## src/rtl/alarm_sequencer_pkg.sv

```systemverilog
// Shared definitions for the alarm sequencer: state encodings, the STATE width and the time-match helper.
// The display logic decodes STATE with the same encodings.
package alarm_sequencer_pkg;

    localparam int STATE_W = 3;

    typedef enum logic [STATE_W-1:0] {
        ST_DISARMED = 3'd0,
        ST_ARMED    = 3'd1,
        ST_RINGING  = 3'd2,
        ST_SNOOZE   = 3'd3,
        ST_DONE     = 3'd4
    } state_t;

    // The alarm fires only on the tick that lands on second zero of the alarm minute.
    function automatic logic alarm_match(
        input logic       tick,
        input logic [4:0] cur_hour,
        input logic [4:0] alm_hour,
        input logic [5:0] cur_min,
        input logic [5:0] alm_min,
        input logic [5:0] cur_sec
    );
        return tick && (cur_hour == alm_hour) && (cur_min == alm_min) && (cur_sec == 6'd0);
    endfunction

endpackage

```

## src/rtl/alarm_sequencer_if.sv

```systemverilog
// Signal bundle between the time-keeping/keypad side (master) and the alarm sequencer (slave).
// The piezo controls and status come back on the same bundle.
interface alarm_sequencer_if;
    import alarm_sequencer_pkg::*;

    logic               SEC_TICK;
    logic               ALARM_ON;
    logic [4:0]         CUR_HOUR;
    logic [5:0]         CUR_MIN;
    logic [5:0]         CUR_SEC;
    logic [4:0]         ALM_HOUR;
    logic [5:0]         ALM_MIN;
    logic               KEY_STOP;
    logic               KEY_SNOOZE;
    logic               KEY_PRESS;
    logic               ALARM_ENABLE;
    logic               ALARM_DOING;
    logic [STATE_W-1:0] STATE;
    logic [1:0]         SNOOZE_LEFT;

    modport master (
        output SEC_TICK, ALARM_ON, CUR_HOUR, CUR_MIN, CUR_SEC, ALM_HOUR, ALM_MIN,
        output KEY_STOP, KEY_SNOOZE, KEY_PRESS,
        input  ALARM_ENABLE, ALARM_DOING, STATE, SNOOZE_LEFT
    );

    modport slave (
        input  SEC_TICK, ALARM_ON, CUR_HOUR, CUR_MIN, CUR_SEC, ALM_HOUR, ALM_MIN,
        input  KEY_STOP, KEY_SNOOZE, KEY_PRESS,
        output ALARM_ENABLE, ALARM_DOING, STATE, SNOOZE_LEFT
    );

endinterface

```

## src/rtl/alarm_sequencer_key_beep_timer.sv

```systemverilog
// Key-click beep timer: a KEY_PRESS rising edge (when allowed) loads a cycle countdown.
// beep_active_next is the next-cycle beep state so the parent can register it with the alarm outputs.
module key_beep_timer
    import alarm_sequencer_pkg::*;
#(
    parameter int BEEP_CYCLES = 50000
) (
    input  logic CLK,
    input  logic RESETN,
    input  logic key_press,
    input  logic allow,
    input  logic abort,
    output logic beep_active_next
);

    localparam int BW = $clog2(BEEP_CYCLES + 1);
    localparam logic [BW-1:0] BEEP_LOAD = BW'(BEEP_CYCLES);

    logic          key_prev_q, key_prev_d;
    logic [BW-1:0] beep_cnt_q, beep_cnt_d;

    always_comb begin
        key_prev_d = key_press;
        beep_cnt_d = beep_cnt_q;
        if (abort) begin
            beep_cnt_d = '0;
        end else if (key_press && !key_prev_q && allow) begin
            beep_cnt_d = BEEP_LOAD;
        end else if (beep_cnt_q != '0) begin
            beep_cnt_d = beep_cnt_q - BW'(1);
        end
    end

    always_ff @(posedge CLK) begin
        if (!RESETN) begin
            key_prev_q <= 1'b0;
            beep_cnt_q <= '0;
        end else begin
            key_prev_q <= key_prev_d;
            beep_cnt_q <= beep_cnt_d;
        end
    end

    assign beep_active_next = (beep_cnt_d != '0);

endmodule

```

## src/rtl/alarm_sequencer.sv

```systemverilog
// Alarm sequencer: arms on ALARM_ON, rings on the time match, handles snooze/stop/timeout,
// and lends the piezo to the key-click beep whenever the alarm is not using it.
module alarm_sequencer
    import alarm_sequencer_pkg::*;
#(
    parameter int RING_TIMEOUT_SEC = 60,
    parameter int SNOOZE_SEC       = 300,
    parameter int MAX_SNOOZE       = 3,
    parameter int BEEP_CYCLES      = 50000
) (
    input  logic               CLK,
    input  logic               RESETN,
    alarm_sequencer_if.slave   io
);

    localparam int RW = $clog2(RING_TIMEOUT_SEC + 1);
    localparam int SW = $clog2(SNOOZE_SEC + 1);
    localparam logic [RW-1:0] RING_LIMIT = RW'(RING_TIMEOUT_SEC);
    localparam logic [SW-1:0] SNZ_LOAD   = SW'(SNOOZE_SEC);
    localparam logic [1:0]    SNZ_MAX    = 2'(MAX_SNOOZE);

    state_t        state_q, state_d;
    logic [RW-1:0] ring_timer_q, ring_timer_d;
    logic [SW-1:0] snz_timer_q, snz_timer_d;
    logic [1:0]    snooze_left_q, snooze_left_d;
    logic          stop_prev_q, stop_prev_d;
    logic          snooze_prev_q, snooze_prev_d;
    logic          piezo_q, piezo_d;

    logic stop_edge, snooze_edge, match;
    logic enter_ring, beep_allow, beep_next;

    always_comb begin
        stop_prev_d   = io.KEY_STOP;
        snooze_prev_d = io.KEY_SNOOZE;
        stop_edge     = io.KEY_STOP & ~stop_prev_q;
        snooze_edge   = io.KEY_SNOOZE & ~snooze_prev_q;
        match         = alarm_match(io.SEC_TICK, io.CUR_HOUR, io.ALM_HOUR,
                                    io.CUR_MIN, io.ALM_MIN, io.CUR_SEC);

        state_d       = state_q;
        ring_timer_d  = ring_timer_q;
        snz_timer_d   = snz_timer_q;
        snooze_left_d = snooze_left_q;

        // Dropping the arm switch beats every key and timer event in the same cycle.
        if (!io.ALARM_ON) begin
            state_d = ST_DISARMED;
        end else begin
            case (state_q)
                ST_DISARMED: state_d = ST_ARMED;
                ST_ARMED: begin
                    if (match) begin
                        state_d       = ST_RINGING;
                        ring_timer_d  = '0;
                        snooze_left_d = SNZ_MAX;
                    end
                end
                ST_RINGING: begin
                    if (stop_edge) begin
                        state_d = ST_DONE;
                    end else if (snooze_edge && snooze_left_q != 2'd0) begin
                        state_d       = ST_SNOOZE;
                        snooze_left_d = snooze_left_q - 2'd1;
                        snz_timer_d   = SNZ_LOAD;
                    end else if (io.SEC_TICK) begin
                        if (ring_timer_q != RING_LIMIT) begin
                            ring_timer_d = ring_timer_q + RW'(1);
                        end
                        if (ring_timer_d == RING_LIMIT) begin
                            state_d = ST_DONE;
                        end
                    end
                end
                ST_SNOOZE: begin
                    if (stop_edge) begin
                        state_d = ST_DONE;
                    end else if (io.SEC_TICK) begin
                        if (snz_timer_q <= SW'(1)) begin
                            snz_timer_d  = '0;
                            state_d      = ST_RINGING;
                            ring_timer_d = '0;
                        end else begin
                            snz_timer_d = snz_timer_q - SW'(1);
                        end
                    end
                end
                ST_DONE: begin
                    // Waiting out the alarm minute prevents an immediate retrigger.
                    if (io.CUR_MIN != io.ALM_MIN) begin
                        state_d = ST_ARMED;
                    end
                end
                default: state_d = ST_DISARMED;
            endcase
        end

        enter_ring = (state_d == ST_RINGING) && (state_q != ST_RINGING);
        beep_allow = (state_q == ST_DISARMED) || (state_q == ST_ARMED) || (state_q == ST_DONE);
    end

    key_beep_timer #(
        .BEEP_CYCLES (BEEP_CYCLES)
    ) u_beep (
        .CLK              (CLK),
        .RESETN           (RESETN),
        .key_press        (io.KEY_PRESS),
        .allow            (beep_allow),
        .abort            (enter_ring),
        .beep_active_next (beep_next)
    );

    assign piezo_d = (state_d == ST_RINGING) | beep_next;

    always_ff @(posedge CLK) begin
        if (!RESETN) begin
            state_q       <= ST_DISARMED;
            ring_timer_q  <= '0;
            snz_timer_q   <= '0;
            snooze_left_q <= SNZ_MAX;
            stop_prev_q   <= 1'b0;
            snooze_prev_q <= 1'b0;
            piezo_q       <= 1'b0;
        end else begin
            state_q       <= state_d;
            ring_timer_q  <= ring_timer_d;
            snz_timer_q   <= snz_timer_d;
            snooze_left_q <= snooze_left_d;
            stop_prev_q   <= stop_prev_d;
            snooze_prev_q <= snooze_prev_d;
            piezo_q       <= piezo_d;
        end
    end

    assign io.ALARM_ENABLE = piezo_q;
    assign io.ALARM_DOING  = piezo_q;
    assign io.STATE        = state_q;
    assign io.SNOOZE_LEFT  = snooze_left_q;

endmodule

```

## src/flat_wrapper.sv

```systemverilog
// flat-port wrapper written by rule: the top's interface ports become plain ports
module alarm_sequencer_flat import alarm_sequencer_pkg::*;
#(
    parameter int RING_TIMEOUT_SEC = 60,
    parameter int SNOOZE_SEC       = 300,
    parameter int MAX_SNOOZE       = 3,
    parameter int BEEP_CYCLES      = 50000
)
  (CLK, RESETN, io_SEC_TICK, io_ALARM_ON, io_CUR_HOUR, io_CUR_MIN, io_CUR_SEC, io_ALM_HOUR, io_ALM_MIN, io_KEY_STOP, io_KEY_SNOOZE, io_KEY_PRESS, io_ALARM_ENABLE, io_ALARM_DOING, io_STATE, io_SNOOZE_LEFT);
  alarm_sequencer_if io_i ();
  input  logic CLK;
  input  logic RESETN;
  input wire logic [$bits(io_i.SEC_TICK)-1:0] io_SEC_TICK;
  input wire logic [$bits(io_i.ALARM_ON)-1:0] io_ALARM_ON;
  input wire logic [$bits(io_i.CUR_HOUR)-1:0] io_CUR_HOUR;
  input wire logic [$bits(io_i.CUR_MIN)-1:0] io_CUR_MIN;
  input wire logic [$bits(io_i.CUR_SEC)-1:0] io_CUR_SEC;
  input wire logic [$bits(io_i.ALM_HOUR)-1:0] io_ALM_HOUR;
  input wire logic [$bits(io_i.ALM_MIN)-1:0] io_ALM_MIN;
  input wire logic [$bits(io_i.KEY_STOP)-1:0] io_KEY_STOP;
  input wire logic [$bits(io_i.KEY_SNOOZE)-1:0] io_KEY_SNOOZE;
  input wire logic [$bits(io_i.KEY_PRESS)-1:0] io_KEY_PRESS;
  output wire logic [$bits(io_i.ALARM_ENABLE)-1:0] io_ALARM_ENABLE;
  output wire logic [$bits(io_i.ALARM_DOING)-1:0] io_ALARM_DOING;
  output wire logic [$bits(io_i.STATE)-1:0] io_STATE;
  output wire logic [$bits(io_i.SNOOZE_LEFT)-1:0] io_SNOOZE_LEFT;
  assign io_i.SEC_TICK = io_SEC_TICK;
  assign io_i.ALARM_ON = io_ALARM_ON;
  assign io_i.CUR_HOUR = io_CUR_HOUR;
  assign io_i.CUR_MIN = io_CUR_MIN;
  assign io_i.CUR_SEC = io_CUR_SEC;
  assign io_i.ALM_HOUR = io_ALM_HOUR;
  assign io_i.ALM_MIN = io_ALM_MIN;
  assign io_i.KEY_STOP = io_KEY_STOP;
  assign io_i.KEY_SNOOZE = io_KEY_SNOOZE;
  assign io_i.KEY_PRESS = io_KEY_PRESS;
  assign io_ALARM_ENABLE = io_i.ALARM_ENABLE;
  assign io_ALARM_DOING = io_i.ALARM_DOING;
  assign io_STATE = io_i.STATE;
  assign io_SNOOZE_LEFT = io_i.SNOOZE_LEFT;
  alarm_sequencer #(.RING_TIMEOUT_SEC(RING_TIMEOUT_SEC), .SNOOZE_SEC(SNOOZE_SEC), .MAX_SNOOZE(MAX_SNOOZE), .BEEP_CYCLES(BEEP_CYCLES)) u_core (.CLK(CLK), .RESETN(RESETN), .io(io_i));
endmodule
```

## config.mk

```make
export PLATFORM = sky130hd
export DESIGN_NAME = alarm_sequencer_flat
export DESIGN_NICKNAME = d
export VERILOG_FILES = /design/src/rtl/alarm_sequencer_pkg.sv /design/src/rtl/alarm_sequencer_if.sv /design/src/rtl/alarm_sequencer_key_beep_timer.sv /design/src/rtl/alarm_sequencer.sv /design/src/flat_wrapper.sv
export SDC_FILE = /design/constraint.sdc
export NUM_CORES = 1
export LEC_CHECK = 0
export ABC_AREA = 1
export CAP_MARGIN = 20
export CORE_AREA = 2 2 75 77
export DETAILED_ROUTE_END_ITERATION = 10
export DIE_AREA = 0 0 77 79
export GPL_ROUTABILITY_DRIVEN = 0
export HOLD_SLACK_MARGIN = 0.15
export PLACE_DENSITY = 0.79
export SLEW_MARGIN = 20
export SYNTH_ARGS = -nofsm -noshare
export SYNTH_HDL_FRONTEND = slang
export SYNTH_SLANG_ARGS = --single-unit
```

## constraint.sdc

```tcl
create_clock -name CLK -period 2 [get_ports CLK]
set_input_delay 0.4 -clock CLK [delete_from_list [all_inputs] [get_ports CLK]]
set_output_delay 0.4 -clock CLK [all_outputs]
set_load 0.03 [all_outputs]
```

# Word level (Yosys, flattened, before mapping)
# Cells that the tools add are included.
[word_totals]
register_bits = 40
in_bits = 35
out_inout_bits = 7
elab_cells = 97
[op_classes]
add_sub_neg = 4
order_cmp = 1
n_eq_ne = 19
muxes = 38
bitwise_logic = 5
n_reduce_logical = 21
[op_table]
columns = ["op", "n"]
rows = [
  ["6-bit 2-to-1 mux", 13],
  ["16-bit 2-to-1 mux", 3],
  ["9-bit 2-to-1 mux", 5],
  ["16-bit nonzero test", 2],
  ["3-bit 2-to-1 mux", 10],
  ["6-bit one-hot mux with 3 select lines", 1],
  ["9-bit one-hot mux with 2 select lines", 1],
  ["16-bit by 1-bit subtractor with 16-bit output (second input constant)", 1],
  ["3-bit one-hot mux with 5 select lines", 1],
  ["2-bit != test (second input constant)", 5],
  ["3-bit by 2-bit == test with 1-bit output (second input constant)", 3],
  ["9-bit by 1-bit less-or-equal comparator with 1-bit output (second input constant)", 1],
  ["9-bit AND reduction", 1],
  ["9-bit by 1-bit subtractor with 9-bit output (second input constant)", 1],
  ["1-bit logical AND", 7],
  ["6-bit by 1-bit adder with 6-bit output (second input constant)", 1],
  ["6-bit == test", 1],
  ["6-bit == test (second input constant)", 1],
  ["6-bit zero test", 1],
  ["2-bit 2-to-1 mux", 3],
  ["2-bit by 1-bit != test with 1-bit output (second input constant)", 3],
  ["6-bit != test", 1],
  ["6-bit != test (second input constant)", 1],
  ["6-bit AND reduction", 1],
  ["15 further kinds", 20],
]

# Depth between registers and ports, before layout
[depth]
ltp_word = 19
mapped_depth = 15
ltp_nobuf = 15

# By module
# From an unflattened synthesis, not the netlist that was laid out.
[unflattened]
cells_unflattened = 461
hier_area_um2 = 2841.5
[modules_own_cells]
columns = ["module", "instances", "cells_each", "area_each_um2", "seq_area_each_um2"]
rows = [
  ["alarm_sequencer", 1, 276, 1679.1, 460.4],
  ["key_beep_timer", 1, 185, 1162.4, 340.3],
]

# Worst setup path after synthesis
# OpenSTA, ideal clock, no wires.
[synth_timing]
kind = "register -> register"
start = "register u_core.snooze_left_q[0], in the netlist u_core.io.SNOOZE_LEFT[0]"
end = "register u_core.u_beep.beep_cnt_q[4]"
setup_time_ps = 119
arrival_time_ps = 1798
t_required_ps = 1881
setup_slack_ps = 83
stages_incl_launch_ff = 16
path_buffers = 1
synth_period_minus_slack_ps = 1917
path_cell_list = "dfxtp_1 -> inv_1 -> ha_1 -> inv_1 -> nand3_1 -> nand2_1 -> nor2_1 -> nand2_1 -> nor2_2 -> nand3_1 -> nand2_1 -> nand2_2 -> nand4_4 -> nand2_4 -> buf_6 -> nor2_2"
[synth_between]
elab_chain_len = 9
[synth_rtl]
columns = ["item", "line_no", "text"]
rows = [
  ["from (decl)", "alarm_sequencer.sv:25", "logic [1:0] snooze_left_q, snooze_left_d;"],
  ["from (signal assigned)", "alarm_sequencer.sv:128", "snooze_left_q <= snooze_left_d;"],
  ["2-bit nonzero test", "alarm_sequencer.sv:62", "end else if (snooze_edge && snooze_left_q != 2'd0) begin"],
  ["1-bit logical AND", "alarm_sequencer.sv:62", ""],
  ["3-bit 2-to-1 mux", "alarm_sequencer.sv:62", ""],
  ["3-bit 2-to-1 mux", "alarm_sequencer.sv:60", "if (stop_edge) begin"],
  ["3-bit one-hot mux with 5 select lines", "alarm_sequencer.sv:50", "case (state_q)"],
  ["3-bit 2-to-1 mux", "alarm_sequencer.sv:47", "if (!io.ALARM_ON) begin"],
  ["3-bit by 2-bit == test with 1-bit output", "alarm_sequencer.sv:98", "enter_ring = (state_d == ST_RINGING) && (state_q != ST_RINGING);"],
  ["1-bit logical AND", "alarm_sequencer.sv:98", ""],
  ["16-bit 2-to-1 mux", "alarm_sequencer_key_beep_timer.sv:25", "if (abort) begin"],
  ["to (signal assigned)", "alarm_sequencer_key_beep_timer.sv:40", "beep_cnt_q <= beep_cnt_d;"],
  ["to (decl)", "alarm_sequencer_key_beep_timer.sv:20", "logic [BW-1:0] beep_cnt_q, beep_cnt_d;"],
]
# Every way passes these cells.
# A chain may end at the register's enable or synchronous reset.

# Worst setup path after layout
[layout_timing]
start = "input io_CUR_MIN[4]"
end = "register u_core.piezo_q, in the netlist u_core.io.ALARM_DOING"
[layout_between]
elab_chain_len = 11
elab_cells_between_ends = 13
cone_classes = "3 x eq/ne; 5 x mux; 1 x bitwise; 4 x reduce/logical"
[layout_rtl]
columns = ["item", "line_no", "text"]
rows = [
  ["from (decl)", "flat_wrapper.sv:16", "input wire logic [$bits(io_i.CUR_MIN)-1:0] io_CUR_MIN;"],
  ["6-bit == test", "alarm_sequencer_pkg.sv:24", "return tick && (cur_hour == alm_hour) && (cur_min == alm_min) && (cur_sec == 6'd0);"],
  ["1-bit logical AND (2 in a row)", "alarm_sequencer_pkg.sv:24", ""],
  ["3-bit 2-to-1 mux", "alarm_sequencer.sv:53", "if (match) begin"],
  ["3-bit one-hot mux with 5 select lines (*)", "alarm_sequencer.sv:50", ""],
  ["3-bit 2-to-1 mux (*)", "alarm_sequencer.sv:47", ""],
  ["3-bit by 2-bit == test with 1-bit output (*)", "alarm_sequencer.sv:98, alarm_sequencer.sv:113", ""],
  ["1-bit logical AND", "alarm_sequencer.sv:98", ""],
  ["16-bit 2-to-1 mux", "alarm_sequencer_key_beep_timer.sv:25", ""],
  ["16-bit nonzero test", "alarm_sequencer_key_beep_timer.sv:44", "assign beep_active_next = (beep_cnt_d != '0);"],
  ["1-bit bitwise OR (*)", "alarm_sequencer.sv:113", "assign piezo_d = (state_d == ST_RINGING) | beep_next;"],
  ["to (signal assigned)", "alarm_sequencer.sv:131", "piezo_q <= piezo_d;"],
  ["to (decl)", "alarm_sequencer.sv:28", "logic piezo_q, piezo_d;"],
]
# Mark *: on every way between the ends. The rest lies on a longest branch, timed or not.

==> run metrics <==
hold path startpoint u_core.snz_timer_q[7]$_SDFFE_PN0P_; CP startpoint kind primary input; Crit path max-delay family simple AND/OR/NAND/NOR gates; crit path capture type flip-flop; setup ws final 0.0894 ns; DR WL met2 3820 um; P_sw approximately 860 uW; CTS tree built; Final ANT Viol Nets 0; vias per inst 5.11; final period utilization 95.5%; combinational power share around 38%; Clock Path Buffers 2; Max Clock Skew ~0.0082 ns; min Tclk post-route 1.91 ns; M1 WL 3140 um; WS Path Type primary input to flip-flop; most frequent cell after synthesis nand2_1; Inst Count DP 599; Initial Utilization between 50% and 60%; IO Pins 42; Layout fillers 465; crit-path cells clkdlybuf4s50_1 -> inv_2 -> or2_2 -> nand3_1 -> nor2_2 -> buf_4 -> nand4_1 -> nand2_2 -> nand3_1 -> nand4_1 -> nor2_1 -> nor2_1; Avg Inst Size Synth between 6 and 7 um^2; most frequent cells after synthesis nand2_1, inv_1, nor2_1; syn_nets 501; Root Buffer Master clkbuf_8; PD cells 621 nW/um^2; final cell count without fillers between 600 and 700; post-synthesis sequential area ratio 28.6%; PortBufs 41; diode count 0; Critical Path RT 2.17 ns; H-tree depth 2; dpl hpwl 5460 um; Final Max Slew Viols 0; first-pass GRT wire length approximately 12000 um; post-synth top area cell dfxtp_1; Pint 1490 uW; routed wire length roughly 7300 um; Placeable Area 5340 um^2; CP Max Fanout 3; DRT iter0 DRCs roughly 240; Synth area leaders dfxtp_1, nand2_1, inv_1, nor2_1, nand3_1; final hold violation count 0; layout cells sized above 1 20.1%; Sw Share 36.6%; worst flop-to-flop path startpoint u_core.u_beep.beep_cnt_q[5]$_SDFF_PN0_; RSZ-0062 raised after global routing true; flop2flop setup slack 0.10 ns; library cells used by synthesis 33; die width about 77 um; Post-Syn Area 2800 um^2; #FFs+latches synth 40; Mapped Cells 459; wire per inst 12.0 um; CTS Hold Bufs 0; slowest CP cell clkdlybuf4s50_1; Die H between 70 and 80 um; hold crit path type flip-flop to flip-flop; Post-route DRC 0; pre-CTS WS -0.385 ns; Clk pwr share 22.9%; Detail Route met3 WL about 280 um; drt first pass iters 5; Synth Warn # 0; Max Cap Viol 0; antenna violations before repair 0; number of buffers created by CTS 5; asr flop ratio synth 0%; P&R area growth vs syn 35.2%; Final TNS setup 0 ns; Clock Latency Late Sink about 0.30 ns; post-synth top area share 28.6%; ys flop type dfxtp_1; vias in the first global route about 2900; row cnt 27; GR Overflow Total 0; R2R depth 11; worst path bufs/invs 3; Reg clk slew, reported paths 0.08 ns; Layout Nets a little under 600; Vias 3115; die area 6080 um^2; largest net degree at the start of global routing 16; VDD IR max around 0.38 mV; Max-slew headroom 64.4%; DR top layer met4; Final setup viols 0; FMAX 0.523 GHz; sequential fraction of design power 39.1%; Tot Pwr 2350 uW; CP max stage delay 0.47 ns; clk sinks 40; hold path cells 2; transition time of the tightest slew-check pin 0.533 ns; Total GRT Usage 23.7%; status finished clean; LEAKAGE 0.00202 uW; Post-synth EDFFs 0; reg-to-reg endpoint u_core.io.ALARM_DOING$_SDFF_PN0_; Endpoint, Worst Hold u_core.snz_timer_q[7]$_SDFFE_PN0P_; Crit path arrival time 2.08 ns
## worst max path at each step
stage	from	to	slack [ns]	depth (start not counted)
3_5_place_dp	io_CUR_MIN[2]	u_core.u_beep.beep_cnt_q[12]$_SDFF_PN0_	-0.38	14
3_3_place_gp	io_CUR_MIN[2]	u_core.u_beep.beep_cnt_q[11]$_SDFF_PN0_	-0.29	14
6_report	io_CUR_MIN[4]	u_core.io.ALARM_DOING$_SDFF_PN0_	0.09	12
2_1_floorplan	u_core.io.SNOOZE_LEFT[0]$_SDFFE_PN1P_	u_core.u_beep.beep_cnt_q[4]$_SDFF_PN0_	0.08	15
5_1_grt	u_core.u_beep.beep_cnt_q[0]$_SDFF_PN0_	u_core.io.ALARM_DOING$_SDFF_PN0_	-0.03	12
4_1_cts	io_CUR_MIN[2]	u_core.u_beep.beep_cnt_q[12]$_SDFF_PN0_	0.008	13
## per-stage QoR
stage | hold slack, ns | utilization [%] | area, um^2
global route | 0.517 | 71.0 | 3790
CTS | 0.486 | 67.8 | 3620
global placement | 0.472 | 65.9 | 3520
detailed placement | 0.473 | 65.9 | 3520
floorplan | 0.461 | - | 2800
finish | 0.485 | 71.0 | 3790
## area by class of cell
cell class	count	area [um^2]	area share (%)
clock buffer	5	68.8	1.82
tap	72	90.1	2.38
sequential	40	806	21.3
inverter	81	304	8.03
clock inverter	3	18.8	0.495
timing repair buffer	76	723	19.1
multi-input combinational	332	1780	46.9
## state kept, by name, indices dropped and copies added, names as in the netlist
| signal | flops |
|---|---|
| u_core.io.SNOOZE_LEFT | 2 |
| u_core.stop_prev_q | 1 |
| u_core.io.ALARM_DOING | 1 |
| u_core.snooze_prev_q | 1 |
| u_core.u_beep.key_prev_q | 1 |
| u_core.ring_timer_q | 6 |
| u_core.snz_timer_q | 9 |
| u_core.u_beep.beep_cnt_q | 16 |
| u_core.io.STATE | 3 |
## layer usage
metal	vias to the layer above	global-route usage (%)
li1	1593	-
met3	10	4.32
met5	-	0
met4	0	8.75
met2	81	44.6
met1	1431	26.8
## placed cells by master (no fill, tap or decap), types with 8 or more instances in the layout
cell type / count
nand3_1: 38
nand2_2: 12
o21ai_0: 9
nand4_1: 8
dfxtp_1: 36
buf_4: 35
nor3_1: 12
nor2_2: 20
dlymetal6s2s_1: 20
a21oi_1: 17
nor2_1: 64
xor2_1: 14
nand2_1: 97
inv_1: 71
inv_2: 9
clkdlybuf4s50_1: 21
## worst reg2reg max path, delay by kind of cell (launching register included)
family	cells	cell delay [ns]
simple gates	10	1.22
flops	1	0.37
buf+inv	1	0.19
## kinds of logic (layout without fill, tap and decap cells)
family | count (synthesis) | count (layout) | synth area share [%]
AND/OR/NAND/NOR | 269 | 270 | 42.9
buffers and inverters | 88 | 165 | 12.3
flip-flops | 40 | 40 | 28.6
AO/OA/AOI/OAI | 38 | 38 | 7.81
XOR/XNOR | 17 | 17 | 5.31
adder cells (fa/ha/maj) | 7 | 7 | 3.12
## repair_timing
item | CTS | global route
buffers inserted | 0 | 1
setup endpoints to repair | 15 | 28
cloned | 0 | 1
gates resized for setup | 3 | 56
pin swaps | 0 | 19
## power by group through the flow
stage / Combinational (uW) / Clock (uW) / Sequential [uW]
global placement: 816 / 0 / 930
global route: 989 / 590 / 927
finish: 895 / 538 / 919
CTS: 847 / 552 / 912
detailed placement: 836 / 0 / 931
floorplan: 546 / 0 / 922
No activity file was read; power rests on OpenSTA's default activity.
